**config.mk**
```make
export PLATFORM = sky130hd
export DESIGN_NAME = regfile_mover_flat
export DESIGN_NICKNAME = d
export VERILOG_FILES = /design/src/rtl/regfile_mover_if.sv /design/src/rtl/regfile_mover.sv /design/src/flat_wrapper.sv
export SDC_FILE = /design/constraint.sdc
export NUM_CORES = 1
export LEC_CHECK = 0
export CORE_MARGIN = 2
export CORE_UTILIZATION = 35
export DETAILED_ROUTE_END_ITERATION = 8
export GPL_TIMING_DRIVEN = 0
export PLACE_DENSITY_LB_ADDON = 0.08
export SLEW_MARGIN = 15
export SYNTH_ARGS = -nofsm -noshare
export SYNTH_HDL_FRONTEND = slang
export SYNTH_SLANG_ARGS = --single-unit
```
**constraint.sdc**
```tcl
create_clock -name clk -period 2.74 [get_ports clk]
set_input_delay 0.411 -clock clk [delete_from_list [all_inputs] [get_ports clk]]
set_output_delay 0.411 -clock clk [all_outputs]
set_load 0.03 [all_outputs]
```
**src/rtl/regfile_mover_if.sv**
```systemverilog
// Command and register-file port bundle for regfile_mover.
// slave is the mover's view; master is the controller/register-file side.
interface regfile_mover_if #(
  parameter int ADDR_WIDTH = 5,
  parameter int DATA_WIDTH = 8
);
  logic                  cmd_valid;
  logic                  cmd_ready;
  logic                  cmd_mode;
  logic [ADDR_WIDTH-1:0] cmd_src;
  logic [ADDR_WIDTH-1:0] cmd_dst;
  logic [ADDR_WIDTH:0]   cmd_count;
  logic [DATA_WIDTH-1:0] cmd_fill;
  logic                  busy;
  logic                  done;
  logic [ADDR_WIDTH-1:0] rf_address;
  logic [DATA_WIDTH-1:0] rf_data_in;
  logic                  rf_enable;
  logic [DATA_WIDTH-1:0] rf_data_out;

  modport slave (
    input  cmd_valid, cmd_mode, cmd_src, cmd_dst, cmd_count, cmd_fill, rf_data_out,
    output cmd_ready, busy, done, rf_address, rf_data_in, rf_enable
  );

  modport master (
    output cmd_valid, cmd_mode, cmd_src, cmd_dst, cmd_count, cmd_fill, rf_data_out,
    input  cmd_ready, busy, done, rf_address, rf_data_in, rf_enable
  );
endinterface

```
**src/rtl/regfile_mover.sv**
```systemverilog
// Block COPY/FILL engine driving the 32x8 register file port.
// COPY costs RD/CAP/WR per element; FILL writes one element per cycle.
module regfile_mover #(
  parameter int ADDR_WIDTH = 5,
  parameter int DATA_WIDTH = 8
) (
  input logic            clk,
  input logic            reset,
  regfile_mover_if.slave bus
);

  typedef enum logic [2:0] {
    S_IDLE = 3'd0,
    S_RD   = 3'd1,
    S_CAP  = 3'd2,
    S_WR   = 3'd3,
    S_DONE = 3'd4
  } state_t;

  localparam logic [ADDR_WIDTH:0]   MAX_COUNT = {1'b1, {ADDR_WIDTH{1'b0}}};
  localparam logic [ADDR_WIDTH:0]   REM_ONE   = {{ADDR_WIDTH{1'b0}}, 1'b1};
  localparam logic [ADDR_WIDTH:0]   REM_ZERO  = {(ADDR_WIDTH+1){1'b0}};
  localparam logic [ADDR_WIDTH-1:0] ADDR_ONE  = {{(ADDR_WIDTH-1){1'b0}}, 1'b1};

  state_t                r_state, w_state_nxt;
  logic [ADDR_WIDTH:0]   r_remaining, w_remaining_nxt;
  logic [ADDR_WIDTH-1:0] r_cur_src, w_cur_src_nxt;
  logic [ADDR_WIDTH-1:0] r_cur_dst, w_cur_dst_nxt;
  logic [DATA_WIDTH-1:0] r_fill, w_fill_nxt;
  logic [DATA_WIDTH-1:0] r_hold, w_hold_nxt;
  logic                  r_mode, w_mode_nxt;
  logic [ADDR_WIDTH-1:0] r_rf_address, w_rf_address_nxt;
  logic [DATA_WIDTH-1:0] r_rf_data_in, w_rf_data_in_nxt;
  logic                  r_rf_enable, w_rf_enable_nxt;
  logic                  r_busy, w_busy_nxt;
  logic                  r_done, w_done_nxt;
  logic                  w_accept;
  logic [ADDR_WIDTH:0]   w_count_clamped;

  assign w_accept        = bus.cmd_valid && (r_state == S_IDLE);
  assign w_count_clamped = (bus.cmd_count > MAX_COUNT) ? MAX_COUNT : bus.cmd_count;

  assign bus.cmd_ready  = (r_state == S_IDLE);
  assign bus.busy       = r_busy;
  assign bus.done       = r_done;
  assign bus.rf_address = r_rf_address;
  assign bus.rf_data_in = r_rf_data_in;
  assign bus.rf_enable  = r_rf_enable;

  always_ff @(posedge clk or posedge reset) begin
    if (reset) begin
      r_state <= S_IDLE;
    end else begin
      r_state <= w_state_nxt;
    end
  end

  // Reset drops rf_enable asynchronously so a pending negedge write is lost.
  always_ff @(posedge clk or posedge reset) begin
    if (reset) begin
      r_remaining  <= {(ADDR_WIDTH+1){1'b0}};
      r_cur_src    <= {ADDR_WIDTH{1'b0}};
      r_cur_dst    <= {ADDR_WIDTH{1'b0}};
      r_fill       <= {DATA_WIDTH{1'b0}};
      r_hold       <= {DATA_WIDTH{1'b0}};
      r_mode       <= 1'b0;
      r_rf_address <= {ADDR_WIDTH{1'b0}};
      r_rf_data_in <= {DATA_WIDTH{1'b0}};
      r_rf_enable  <= 1'b0;
      r_busy       <= 1'b0;
      r_done       <= 1'b0;
    end else begin
      r_remaining  <= w_remaining_nxt;
      r_cur_src    <= w_cur_src_nxt;
      r_cur_dst    <= w_cur_dst_nxt;
      r_fill       <= w_fill_nxt;
      r_hold       <= w_hold_nxt;
      r_mode       <= w_mode_nxt;
      r_rf_address <= w_rf_address_nxt;
      r_rf_data_in <= w_rf_data_in_nxt;
      r_rf_enable  <= w_rf_enable_nxt;
      r_busy       <= w_busy_nxt;
      r_done       <= w_done_nxt;
    end
  end

  always_comb begin
    w_state_nxt      = r_state;
    w_remaining_nxt  = r_remaining;
    w_cur_src_nxt    = r_cur_src;
    w_cur_dst_nxt    = r_cur_dst;
    w_fill_nxt       = r_fill;
    w_hold_nxt       = r_hold;
    w_mode_nxt       = r_mode;
    w_rf_address_nxt = r_rf_address;
    w_rf_data_in_nxt = r_rf_data_in;
    w_rf_enable_nxt  = 1'b0;

    case (r_state)
      S_IDLE: begin
        if (w_accept) begin
          w_mode_nxt      = bus.cmd_mode;
          w_cur_src_nxt   = bus.cmd_src;
          w_cur_dst_nxt   = bus.cmd_dst;
          w_fill_nxt      = bus.cmd_fill;
          w_remaining_nxt = w_count_clamped;
          w_hold_nxt      = {DATA_WIDTH{1'b0}};
          if (w_count_clamped == REM_ZERO) begin
            w_state_nxt = S_DONE;
          end else if (bus.cmd_mode == 1'b0) begin
            w_state_nxt      = S_RD;
            w_rf_address_nxt = bus.cmd_src;
          end else begin
            w_state_nxt      = S_WR;
            w_rf_address_nxt = bus.cmd_dst;
            w_rf_data_in_nxt = bus.cmd_fill;
            w_rf_enable_nxt  = 1'b1;
          end
        end else begin
          w_state_nxt = S_IDLE;
        end
      end
      S_RD: begin
        w_state_nxt = S_CAP;
      end
      S_CAP: begin
        // The file registered cur_src at the RD exit edge; its data is valid now.
        w_hold_nxt       = bus.rf_data_out;
        w_rf_data_in_nxt = bus.rf_data_out;
        w_rf_address_nxt = r_cur_dst;
        w_rf_enable_nxt  = 1'b1;
        w_state_nxt      = S_WR;
      end
      S_WR: begin
        w_remaining_nxt = r_remaining - REM_ONE;
        w_cur_src_nxt   = r_cur_src + ADDR_ONE;
        w_cur_dst_nxt   = r_cur_dst + ADDR_ONE;
        if (r_remaining == REM_ONE) begin
          w_state_nxt = S_DONE;
        end else if (r_mode == 1'b0) begin
          w_state_nxt      = S_RD;
          w_rf_address_nxt = r_cur_src + ADDR_ONE;
        end else begin
          w_state_nxt      = S_WR;
          w_rf_address_nxt = r_cur_dst + ADDR_ONE;
          w_rf_data_in_nxt = r_fill;
          w_rf_enable_nxt  = 1'b1;
        end
      end
      S_DONE: begin
        w_state_nxt = S_IDLE;
      end
      default: begin
        w_state_nxt = S_IDLE;
      end
    endcase

    w_busy_nxt = (w_state_nxt != S_IDLE);
    w_done_nxt = (w_state_nxt == S_DONE);
  end

endmodule
```
**src/flat_wrapper.sv**
```systemverilog
// flat-port wrapper written by rule: the top's interface ports become plain ports
module regfile_mover_flat 
#(
  parameter int ADDR_WIDTH = 5,
  parameter int DATA_WIDTH = 8
)
  (clk, reset, bus_cmd_valid, bus_cmd_mode, bus_cmd_src, bus_cmd_dst, bus_cmd_count, bus_cmd_fill, bus_rf_data_out, bus_cmd_ready, bus_busy, bus_done, bus_rf_address, bus_rf_data_in, bus_rf_enable);
  regfile_mover_if #(.ADDR_WIDTH(ADDR_WIDTH), .DATA_WIDTH(DATA_WIDTH)) bus_i ();
  input logic clk;
  input logic reset;
  input wire logic [$bits(bus_i.cmd_valid)-1:0] bus_cmd_valid;
  input wire logic [$bits(bus_i.cmd_mode)-1:0] bus_cmd_mode;
  input wire logic [$bits(bus_i.cmd_src)-1:0] bus_cmd_src;
  input wire logic [$bits(bus_i.cmd_dst)-1:0] bus_cmd_dst;
  input wire logic [$bits(bus_i.cmd_count)-1:0] bus_cmd_count;
  input wire logic [$bits(bus_i.cmd_fill)-1:0] bus_cmd_fill;
  input wire logic [$bits(bus_i.rf_data_out)-1:0] bus_rf_data_out;
  output wire logic [$bits(bus_i.cmd_ready)-1:0] bus_cmd_ready;
  output wire logic [$bits(bus_i.busy)-1:0] bus_busy;
  output wire logic [$bits(bus_i.done)-1:0] bus_done;
  output wire logic [$bits(bus_i.rf_address)-1:0] bus_rf_address;
  output wire logic [$bits(bus_i.rf_data_in)-1:0] bus_rf_data_in;
  output wire logic [$bits(bus_i.rf_enable)-1:0] bus_rf_enable;
  assign bus_i.cmd_valid = bus_cmd_valid;
  assign bus_i.cmd_mode = bus_cmd_mode;
  assign bus_i.cmd_src = bus_cmd_src;
  assign bus_i.cmd_dst = bus_cmd_dst;
  assign bus_i.cmd_count = bus_cmd_count;
  assign bus_i.cmd_fill = bus_cmd_fill;
  assign bus_i.rf_data_out = bus_rf_data_out;
  assign bus_cmd_ready = bus_i.cmd_ready;
  assign bus_busy = bus_i.busy;
  assign bus_done = bus_i.done;
  assign bus_rf_address = bus_i.rf_address;
  assign bus_rf_data_in = bus_i.rf_data_in;
  assign bus_rf_enable = bus_i.rf_enable;
  regfile_mover #(.ADDR_WIDTH(ADDR_WIDTH), .DATA_WIDTH(DATA_WIDTH)) u_core (.clk(clk), .reset(reset), .bus(bus_i));
endmodule
```
==> flow_results.org <==
** STA
- Setup repair after global routing left no endpoint under its margin.
- The count of final hold-check violations came to 0.
- Final critical-path required period :: 2.29 ns
- Headroom to the max-slew limit came out at between 40% and 50%.
- Accumulated negative setup slack :: 0 ns
- At the pin with the least slew margin, the transition time is 0.782 ns.
- Setup Skew :: 0.0142 ns
- Setup violations, final :: 0
- Dividing the final minimum period by the clock period gives between 80% and 90%.
- Based on the critical path, the design can be clocked at up to 437 MHz.
- Number of pins exceeding their max-slew limit in the final report :: 0

** Synthesis
- Cell area after synthesis :: 2480 um2
- Yosys printed 0 warnings.
- sky130_fd_sc_hd__dfrtp_1 takes more of the synthesized area than any other cell.
- The share of the Yosys chip area taken by registers is ~44%.
- Synthesized area per cell :: about 9.5 um2
- Most frequent cells after synthesis :: sky130_fd_sc_hd__nand2_1 (49), sky130_fd_sc_hd__dfrtp_1 (44), sky130_fd_sc_hd__o21ai_0 (23)
- The synthesized netlist contains 45 unique library cells.
- Most area-consuming cells after synthesis :: sky130_fd_sc_hd__dfrtp_1 (44%), sky130_fd_sc_hd__nand2_1 (7.4%), sky130_fd_sc_hd__mux2i_1 (6.4%)
- Mapped Cells :: around 260
- Proportion of synthesized flip-flops having asynchronous set or reset :: 100%
- Yosys instantiated no cell more often than sky130_fd_sc_hd__nand2_1.
- In this run, synthesis inferred 0 flip-flops with an integrated enable.
- FF+latch count, synth :: 44
- In this run the biggest area consumer among cell types represents 44.3% of the synthesized area.
- The number of nets handed over by synthesis was 302.
- In the synthesized netlist the dominant register cell turns out to be sky130_fd_sc_hd__dfrtp_1.

** Routing
- Number of design-rule violations left by the first detailed-router iteration :: 100
- The first detailed-routing pass ran for 4 iterations.
- The routed design has 6330 um of wire.
- Remaining antenna violation count :: 0
- The routed layout has 2,070 vias.
- After detailed routing, the average wire length per cell comes to 15.2 um.
- DRC Markers :: 0
- Detail-routed via count per cell :: 4.95

** Floorplan
- Die extent in y :: 88.2 um
- The floorplan step defined a core boundary enclosing 6830 um2.
- The floorplan has 30 rows.
- Once the floorplan was initialized, standard cells occupied between 30% and 40% of the core.
- Boundary Pins :: 53
- Die Width :: 88.2 um
- The floorplan step defined a die boundary enclosing about 8000 um2.

** Layout
- Relative to the synthesized area, the layout overhead comes to 30.7%.
- Fraction of the core area covered by cells at the end of the flow :: 47.5%
- Share of layout cells above drive strength 1 :: 11.5%
- Fill count :: roughly 690
- The count of cells in the finished layout, fillers not included, comes to 418.
- 0 antenna diodes ended up in the layout.
- Area taken by multi-input logic gates :: between 1000 and 1500 um2
- Total area of sequential cells :: roughly 1100 um2
- Layout net count :: around 360

** Setup path
- The worst setup path is launched from a flip-flop.
- The number of buffers and inverters on the critical path is 2.
- Slowest cell on the critical path :: sky130_fd_sc_hd__clkdlybuf4s50_1
- Worst-path maximum fanout :: 10
- Worst EP required :: 2.33 ns
- In this design, the stage delay of the slowest critical-path cell is ~0.73 ns.
- Cell breakdown of the critical path :: clkbuf_8 > nor3_1 > clkdlybuf4s50_1
- Broken down by cell family, the worst path's largest delay share belongs to buffers and inverters.
- The critical path is of the flip-flop to primary output type.
- Setup slack of the worst register-to-register path :: 0.65 ns
- For the worst setup path, the data arrival time is 1.88 ns.
- STA classifies the critical path endpoint as a primary output.

** Clocking
- Buffers inserted during clock tree synthesis total 5.
- Clock transition at the register clock pins on the worst setup and hold paths after CTS :: 0.10 ns
- Number of buffers inserted by post-CTS setup repair :: 0
- Post_cts resized :: 0
- The clock tree synthesis step divided the H-tree into 2 levels.
- The later pin in the worst-skew pair is clocked with a latency of 0.31 ns.
- CTS tree :: built
- Clock buffer depth :: 2
- The tree is rooted in a sky130_fd_sc_hd__clkbuf_8.
- In this run, post-CTS hold repair placed 0 buffers.
- Clock tree synthesis found a total of 44 sinks.

** Global routing
- Antenna violations before repair :: 0
- Total overflow reported by the global router :: 0
- Vias in the first global route :: 1,959
- Global-route usage over all layers :: approximately 17%
- The first global-routing pass estimated 10,100 um of wire.
- Entering global routing, the biggest net connects 32 pins.

** Run status
- The run finished with clean final reports.

** Pwr
- Pwr Density :: 1230 nW/um2
- The analysis attributes to cell leakage a power of 0.00143 uW.
- Worst VDD drop :: 0.000531 V

** Placement
- After detailed placement, the design holds a cell count of 410.
- Final HPWL DP :: 4480 um
- Final weighted congestion in routability-driven placement :: ~0.82
- Port buffering added 51 buffers.

** Run
- Max-cap violations in this run came to 0.

** Worst hold path
- Type of the worst min-delay path :: primary input to asynchronous set/reset pin
[where the power goes]
part	switching (uW)	internal (uW)	total [uW]
clock network	241	270	512
registers	238	965	1200
logic	1240	1050	2280
[flip-flops by register name, indices dropped and copies added, names as in the netlist]
register / flops
u_core.r_mode: 1
u_core.bus.rf_enable: 1
u_core.bus.rf_address: 5
u_core.r_state: 3
u_core.bus.rf_data_in: 8
u_core.bus.done: 1
u_core.r_cur_dst: 5
u_core.r_cur_src: 5
u_core.r_remaining: 6
u_core.r_fill: 8
u_core.bus.busy: 1
[area by class of cell]
type / count / area share (%)
plain buffers: 16 / 3.24
clock buffers: 5 / 2.12
clock inverters: 3 / 1.31
inverters: 8 / 0.925
multi-input cells: 194 / 38.4
flip-flops and latches: 44 / 33.9
well taps: 96 / 3.70
repair buffers: 52 / 16.3
[layer usage]
metal | vias up | global-route usage, % | share of wire, %
met3 | 4 | 3.08 | 4.1
met2 | 48 | 25.8 | 45
li1 | 1038 | - | -
met5 | - | 0 | 0
met1 | 980 | 25.4 | 50
met4 | 0 | 4.55 | 1.0
[logic make-up (layout without fill, tap and decap cells)]
logic type / count (synthesis) / count (layout) / synth area share, %
buffers and inverters: 24 / 84 / 5.44
adders and majority gates: 4 / 4 / 2.02
AOI/OAI and AO/OA: 63 / 63 / 17.0
and+or+nand+nor: 98 / 98 / 17.9
DFF: 44 / 44 / 44.3
muxes: 27 / 27 / 12.6
xor gates and xnor gates: 2 / 2 / 0.705
[worst paths after layout]
check	depth (start not counted)	to	startpoint
worst max-delay path	3	bus_cmd_ready	u_core.r_state[0]$_DFF_PP0_
worst min-delay path	2	u_core.bus.rf_data_in[3]$_DFFE_PP0P_	reset
worst max register to register	6	u_core.bus.rf_data_in[6]$_DFFE_PP0P_	u_core.r_remaining[0]$_DFFE_PP0P_
worst min register to register	2	u_core.r_fill[4]$_DFFE_PP0P_	u_core.r_fill[4]$_DFFE_PP0P_
max in group asynchronous	3	u_core.r_remaining[3]$_DFFE_PP0P_	reset
min in group clk	3	u_core.r_mode$_DFFE_PP0P_	bus_cmd_mode
[worst register-to-register path, stage by stage, from the launching register on]
cell and delay, ns:
sky130_fd_sc_hd__dfrtp_1 0.42, sky130_fd_sc_hd__ha_1 0.20, sky130_fd_sc_hd__or4b_4 0.21, sky130_fd_sc_hd__o21a_4 0.15, sky130_fd_sc_hd__a21oi_4 0.06, sky130_fd_sc_hd__nor3_4 0.58
sky130_fd_sc_hd__mux2_4 0.36
[cell usage in the layout (no fill, tap or decap), drive strengths merged, types with 3 or more instances in the layout]
| cell | Yosys | layout |
|---|---|---|
| a21oi | 15 | 15 |
| a221o | 4 | 4 |
| a22oi | 3 | 3 |
| buf | 6 | 7 |
| clkbuf | 10 | 15 |
| clkdlybuf4s50 | 0 | 51 |
| dfrtp | 44 | 44 |
| ha | 4 | 4 |
| inv | 8 | 8 |
| mux2 | 11 | 11 |
| mux2i | 16 | 16 |
| nand2 | 49 | 49 |
| nand2b | 4 | 4 |
| nand3 | 10 | 10 |
| nor2 | 21 | 21 |
| nor3 | 5 | 5 |
| o21ai | 23 | 23 |
[through the flow]
stage | setup WS, ns | hold slack, ns | power, uW | area, um2
after floorplan | 0.654 | 0.445 | 2820 | 2480
after global placement | 0.225 | 0.461 | 3460 | 3110
after detailed placement | 0.352 | 0.467 | 3500 | 3130
after CTS | 0.439 | 0.379 | 4020 | 3250
after global routing | 0.386 | 0.405 | 4280 | 3250
final | 0.453 | 0.369 | 4000 | 3250
Power figures use the tool's default switching activity.
==> patch 1: new RTL, same settings <==
The 5 states of `state_t` get a one-hot encoding in 5 bits.
--- a/src/rtl/regfile_mover.sv
+++ b/src/rtl/regfile_mover.sv
@@ -11,8 +11,8 @@
 
-  typedef enum logic [2:0] {
-    S_IDLE = 3'd0,
-    S_RD   = 3'd1,
-    S_CAP  = 3'd2,
-    S_WR   = 3'd3,
-    S_DONE = 3'd4
+  typedef enum logic [4:0] {
+    S_IDLE = 5'b00001,
+    S_RD   = 5'b00010,
+    S_CAP  = 5'b00100,
+    S_WR   = 5'b01000,
+    S_DONE = 5'b10000
   } state_t;
Formal check against the unedited RTL: no difference found for any inputs over 10 cycles, from zero or initial values and one cycle with reset high; not proved beyond that.
==> patch 1 against the original RTL <==
- setup slack gained 0.075 ns
- clock skew shrank 0.0035 ns
- area after synthesis shrank 0.96%
- sequential cell count rose by 2
- total power down 14%
- final area down 1.6%
- via count is 4.3% higher
- non-clock buffer count down 1
- wire length grew 3.4%
- critical path type is now reg -> reg
==> patch 1: results <==
[run_status]
status = "finished clean"

[drt]
wl_met1_mm = 3.14
met2RoutedLength_mm = 3.17
wl_met3_um = 207
vias_per_cell = 5.07

[final_layout]
fill_cells = 698
finalNetCount = 369

[power_and_ir_drop]
max-vdd-ir-drop_mv = 0.524
cellLeakagePower_uw = 0.00133

[yosys]
synthXorXnorAreaFrac = 0.0214
synth_compound_gate_area_share = 0.182
synthMuxAreaShare = 0.0554
synthAdderAreaFrac = 0.0203
yosys-top-cells-area = "dfrtp_1 (46%), nand2_1 (8.4%), nor2_1 (3.5%), mux2i_1 (3.3%), a31oi_1 (3.1%)"
synth_nets = 310
seq_area_frac_synth = 0.468

[place]
gp_congestion = 0.767
dp_slack_ns = 0.364
dp_hpwl_mm = 4.74

[global_routing]
grt_usage = 0.180
grt_pass1_wl_mm = 10.6
grt_max_degree = 25

[sta]
fmax_ghz = 0.452
fin_worst_skew_ns = 0.0106
max_slew_margin = 0.615

[critical_path]
crit_path_end = "u_core.bus.rf_address[1]"
worstPathArrival_ns = 2.40
reg2reg_slack_ns = 0.53
## patch 1: changes by cell type after synthesis, sizes merged, moves of 4 or more
cell    delta
nor2       +6
mux2       -6
a221o      -4
o21ai     -20
o211ai     +4
or3        +4
clkbuf     -5
a22oi      +6
nand2      +7
mux2i      -8
xnor2      +4
buf        +4
a31oi     +10
## patch 1: layout make-up
| cell class | count | area [um2] | area share |
|---|---|---|---|
| Multi-Input combinational cell | 198 | 1180 | 0.370 |
| Sequential cell | 46 | 1150 | 0.361 |
| Timing Repair Buffer | 52 | 531 | 0.166 |
| Tap cell | 96 | 120 | 0.0376 |
| Buffer | 15 | 85.1 | 0.0266 |
| Clock buffer | 7 | 76.3 | 0.0239 |
| Inverter | 11 | 41.3 | 0.0129 |
| Clock inverter | 1 | 7.51 | 0.00235 |
## patch 1: critical path, stage by stage, from the launching register on
cell and delay [ns]:
dfrtp_1 0.40, or3_1 0.36, buf_2 0.19, nor2_2 0.31, nor2_2 0.20, a21oi_4 0.26, mux2_2 0.36
## patch 1: per-stage QoR
step | hold WS (ns) | total power (uW) | cell area [um2] | utilization | std cells
global placement | 0.459 | 3030 | 3090 | 0.455 | 417
global route | 0.502 | 3720 | 3190 | 0.470 | 426
floorplan | 0.446 | 2440 | 2460 | - | 270
finish | 0.471 | 3440 | 3190 | 0.470 | 426
CTS | 0.486 | 3480 | 3190 | 0.470 | 426
detailed placement | 0.468 | 3060 | 3110 | 0.458 | 418
## patch 1: layer usage
layer / up-vias / global-route usage
li1: 1070 / -
met1: 1047 / 0.255
met2: 38 / 0.290
met3: 4 / 0.0320
met4: 0 / 0.0420
met5: - / 0
## patch 1: where the power goes
group	internal, uW	switching, uW
Clock	181	225
Combinational	759	1040
Sequential	1000	238
==> patch 2: new RTL, config.mk and constraints unchanged <==
Made on the original files. `ADDR_WIDTH` is set to 5 in 3 places; all go to 6.
--- a/src/rtl/regfile_mover_if.sv
+++ b/src/rtl/regfile_mover_if.sv
@@ -3,3 +3,3 @@
 interface regfile_mover_if #(
-  parameter int ADDR_WIDTH = 5,
+  parameter int ADDR_WIDTH = 6,
   parameter int DATA_WIDTH = 8
--- a/src/rtl/regfile_mover.sv
+++ b/src/rtl/regfile_mover.sv
@@ -3,3 +3,3 @@
 module regfile_mover #(
-  parameter int ADDR_WIDTH = 5,
+  parameter int ADDR_WIDTH = 6,
   parameter int DATA_WIDTH = 8
--- a/src/flat_wrapper.sv
+++ b/src/flat_wrapper.sv
@@ -3,3 +3,3 @@
 #(
-  parameter int ADDR_WIDTH = 5,
+  parameter int ADDR_WIDTH = 6,
   parameter int DATA_WIDTH = 8
Interface: changed (resized bus_cmd_count, bus_cmd_dst, bus_cmd_src and bus_rf_address); port bits go from 53 to 57. The function was not compared with the original's and may differ.
==> patch 2 against the original RTL <==
- sequential share of layout area increased by 0.36 points
- setup slack improved by 0.11 ns
- final cell count increased by 9.3%
- sequential cell count increased by 4
- core utilization about the same
- area after synthesis increased by 8.5%
- count of clock-buffer cells in the layout increased by 1
- sequential power increased by 10%
- first-iteration DRC count decreased by 11%
- wire length increased by 16%
- final area increased by 7.9%
- critical path depth unchanged
- total power increased by 3.2%
- largest power group unchanged
- highest routed layer unchanged
==> patch 2: results <==
[global_routing]
grt.met3_usage = 0.0320
grt_pass1_wl_mm = 11.8
grt_pass1_vias = 2290
grt_max_degree = 28
grtUsageMet2 = 0.284
grt_usage = 0.179

[place]
place_inst = 449
gp_congestion = 0.795
dp_slack_ns = 0.478
dp_hpwl_mm = 5.19
buffer_ports.inserted = 55

[drt]
wl_per_cell_um = 16.1
met2RoutedLength_mm = 3.42
vias_per_cell = 5.18
wl_met1_mm = 3.50
drt_iter0_markers = 89
firstDrtPassIters = 4
wl_met3_um = 301

[run_status]
status = "finished clean"

[final_layout]
finalNetCount = 400
antenna_cells = 0
fill_cells = 724
drive_gt1_frac = 0.112

[yosys]
synth_nets = 337
synth_cell_types = 40
synthCells = 294
seq_area_frac_synth = 0.446
yosys-top-cells-area = "dfrtp_1 (45%), nand2_1 (9.2%), mux2i_1 (6.7%), o21ai_0 (4.6%), mux2_2 (4.2%)"
synthTopCellsByCount = "nand2_1 (66), dfrtp_1 (48), o21ai_0 (25)"

[sta]
fin_worst_skew_ns = 0.00583
max_slew_margin = 0.565

[power_and_ir_drop]
cellLeakagePower_uw = 0.00152
max-vdd-ir-drop_mv = 0.455

[critical_path]
worstPathArrival_ns = 1.76
worstPathMaxFanout = 8

[hold_path]
min_path_type = "in -> reg"
-- patch 2: cell count changes in the layout (fill, tap and decap cells not counted), moves of 3 or more --
| cell | before | now |
|---|---|---|
| nand2_1 | 49 | 66 |
| nor2_1 | 21 | 12 |
| buf_2 | 2 | 10 |
| mux2_4 | 8 | 0 |
| mux2_2 | 3 | 10 |
| a21oi_1 | 12 | 17 |
| clkbuf_1 | 8 | 4 |
| clkdlybuf4s50_1 | 51 | 55 |
| dfrtp_1 | 44 | 48 |
| a211o_1 | 0 | 3 |
| nor3_1 | 4 | 7 |
| xor2_1 | 1 | 4 |
-- patch 2: area by class of cell --
class | instances | area [um2] | area share
Inverter | 10 | 37.5 | 0.0107
Sequential cell | 48 | 1200 | 0.343
Clock inverter | 2 | 35.0 | 0.0100
Buffer | 15 | 83.8 | 0.0239
Timing Repair Buffer | 56 | 578 | 0.165
Multi-Input combinational cell | 221 | 1370 | 0.391
Clock buffer | 6 | 72.6 | 0.0207
Tap cell | 99 | 124 | 0.0354
-- patch 2: stage by stage --
step	cell area, um2	power [uW]
3_3_place_gp	3370	3600
3_5_place_dp	3400	3620
4_1_cts	3500	4170
6_report	3500	4130
2_1_floorplan	2690	2890
5_1_grt	3500	4450
-- patch 2: worst paths after layout --
| kind | from | endpoint | slack (ns) | cells after the start |
|---|---|---|---|---|
| setup / recovery | u_core.r_state[1] | bus_cmd_ready | 0.57 | 3 |
| hold / removal | bus_cmd_mode | u_core.r_mode | 0.46 | 3 |
| setup reg to reg | u_core.r_remaining[1] | u_core.bus.rf_data_in[2] | 0.78 | 6 |
| hold reg to reg | u_core.r_fill[7] | u_core.r_fill[7] | 0.48 | 2 |
| max in group asynchronous | reset | u_core.r_state[2] | 1.69 | 3 |
| min in group asynchronous | reset | u_core.bus.rf_enable | 0.51 | 2 |
-- patch 2: kinds of logic (layout without fill, tap and decap cells) --
| group | Yosys count | in the layout | synth area share |
|---|---|---|---|
| and+or+nand+nor | 110 | 110 | 0.187 |
| xor gates and xnor gates | 7 | 7 | 0.0228 |
| muxes | 28 | 28 | 0.109 |
| buffers and inverters | 25 | 89 | 0.0451 |
| AOI/OAI and AO/OA | 72 | 72 | 0.172 |
| DFF | 48 | 48 | 0.446 |
| adders and majority gates | 4 | 4 | 0.0186 |
-- patch 2: power by group --
| group | total [uW] | switching, uW | internal [uW] |
|---|---|---|---|
| logic | 2290 | 1300 | 989 |
| registers | 1320 | 276 | 1040 |
| clock network | 522 | 251 | 271 |
| total | 4130 | 1830 | 2300 |
-- patch 2: worst max-delay path, cell delays in order (launching register included) --
cell and delay [ns]:
dfrtp_1 0.36, buf_2 0.17, nor3_4 0.22, clkdlybuf4s50_1 0.70
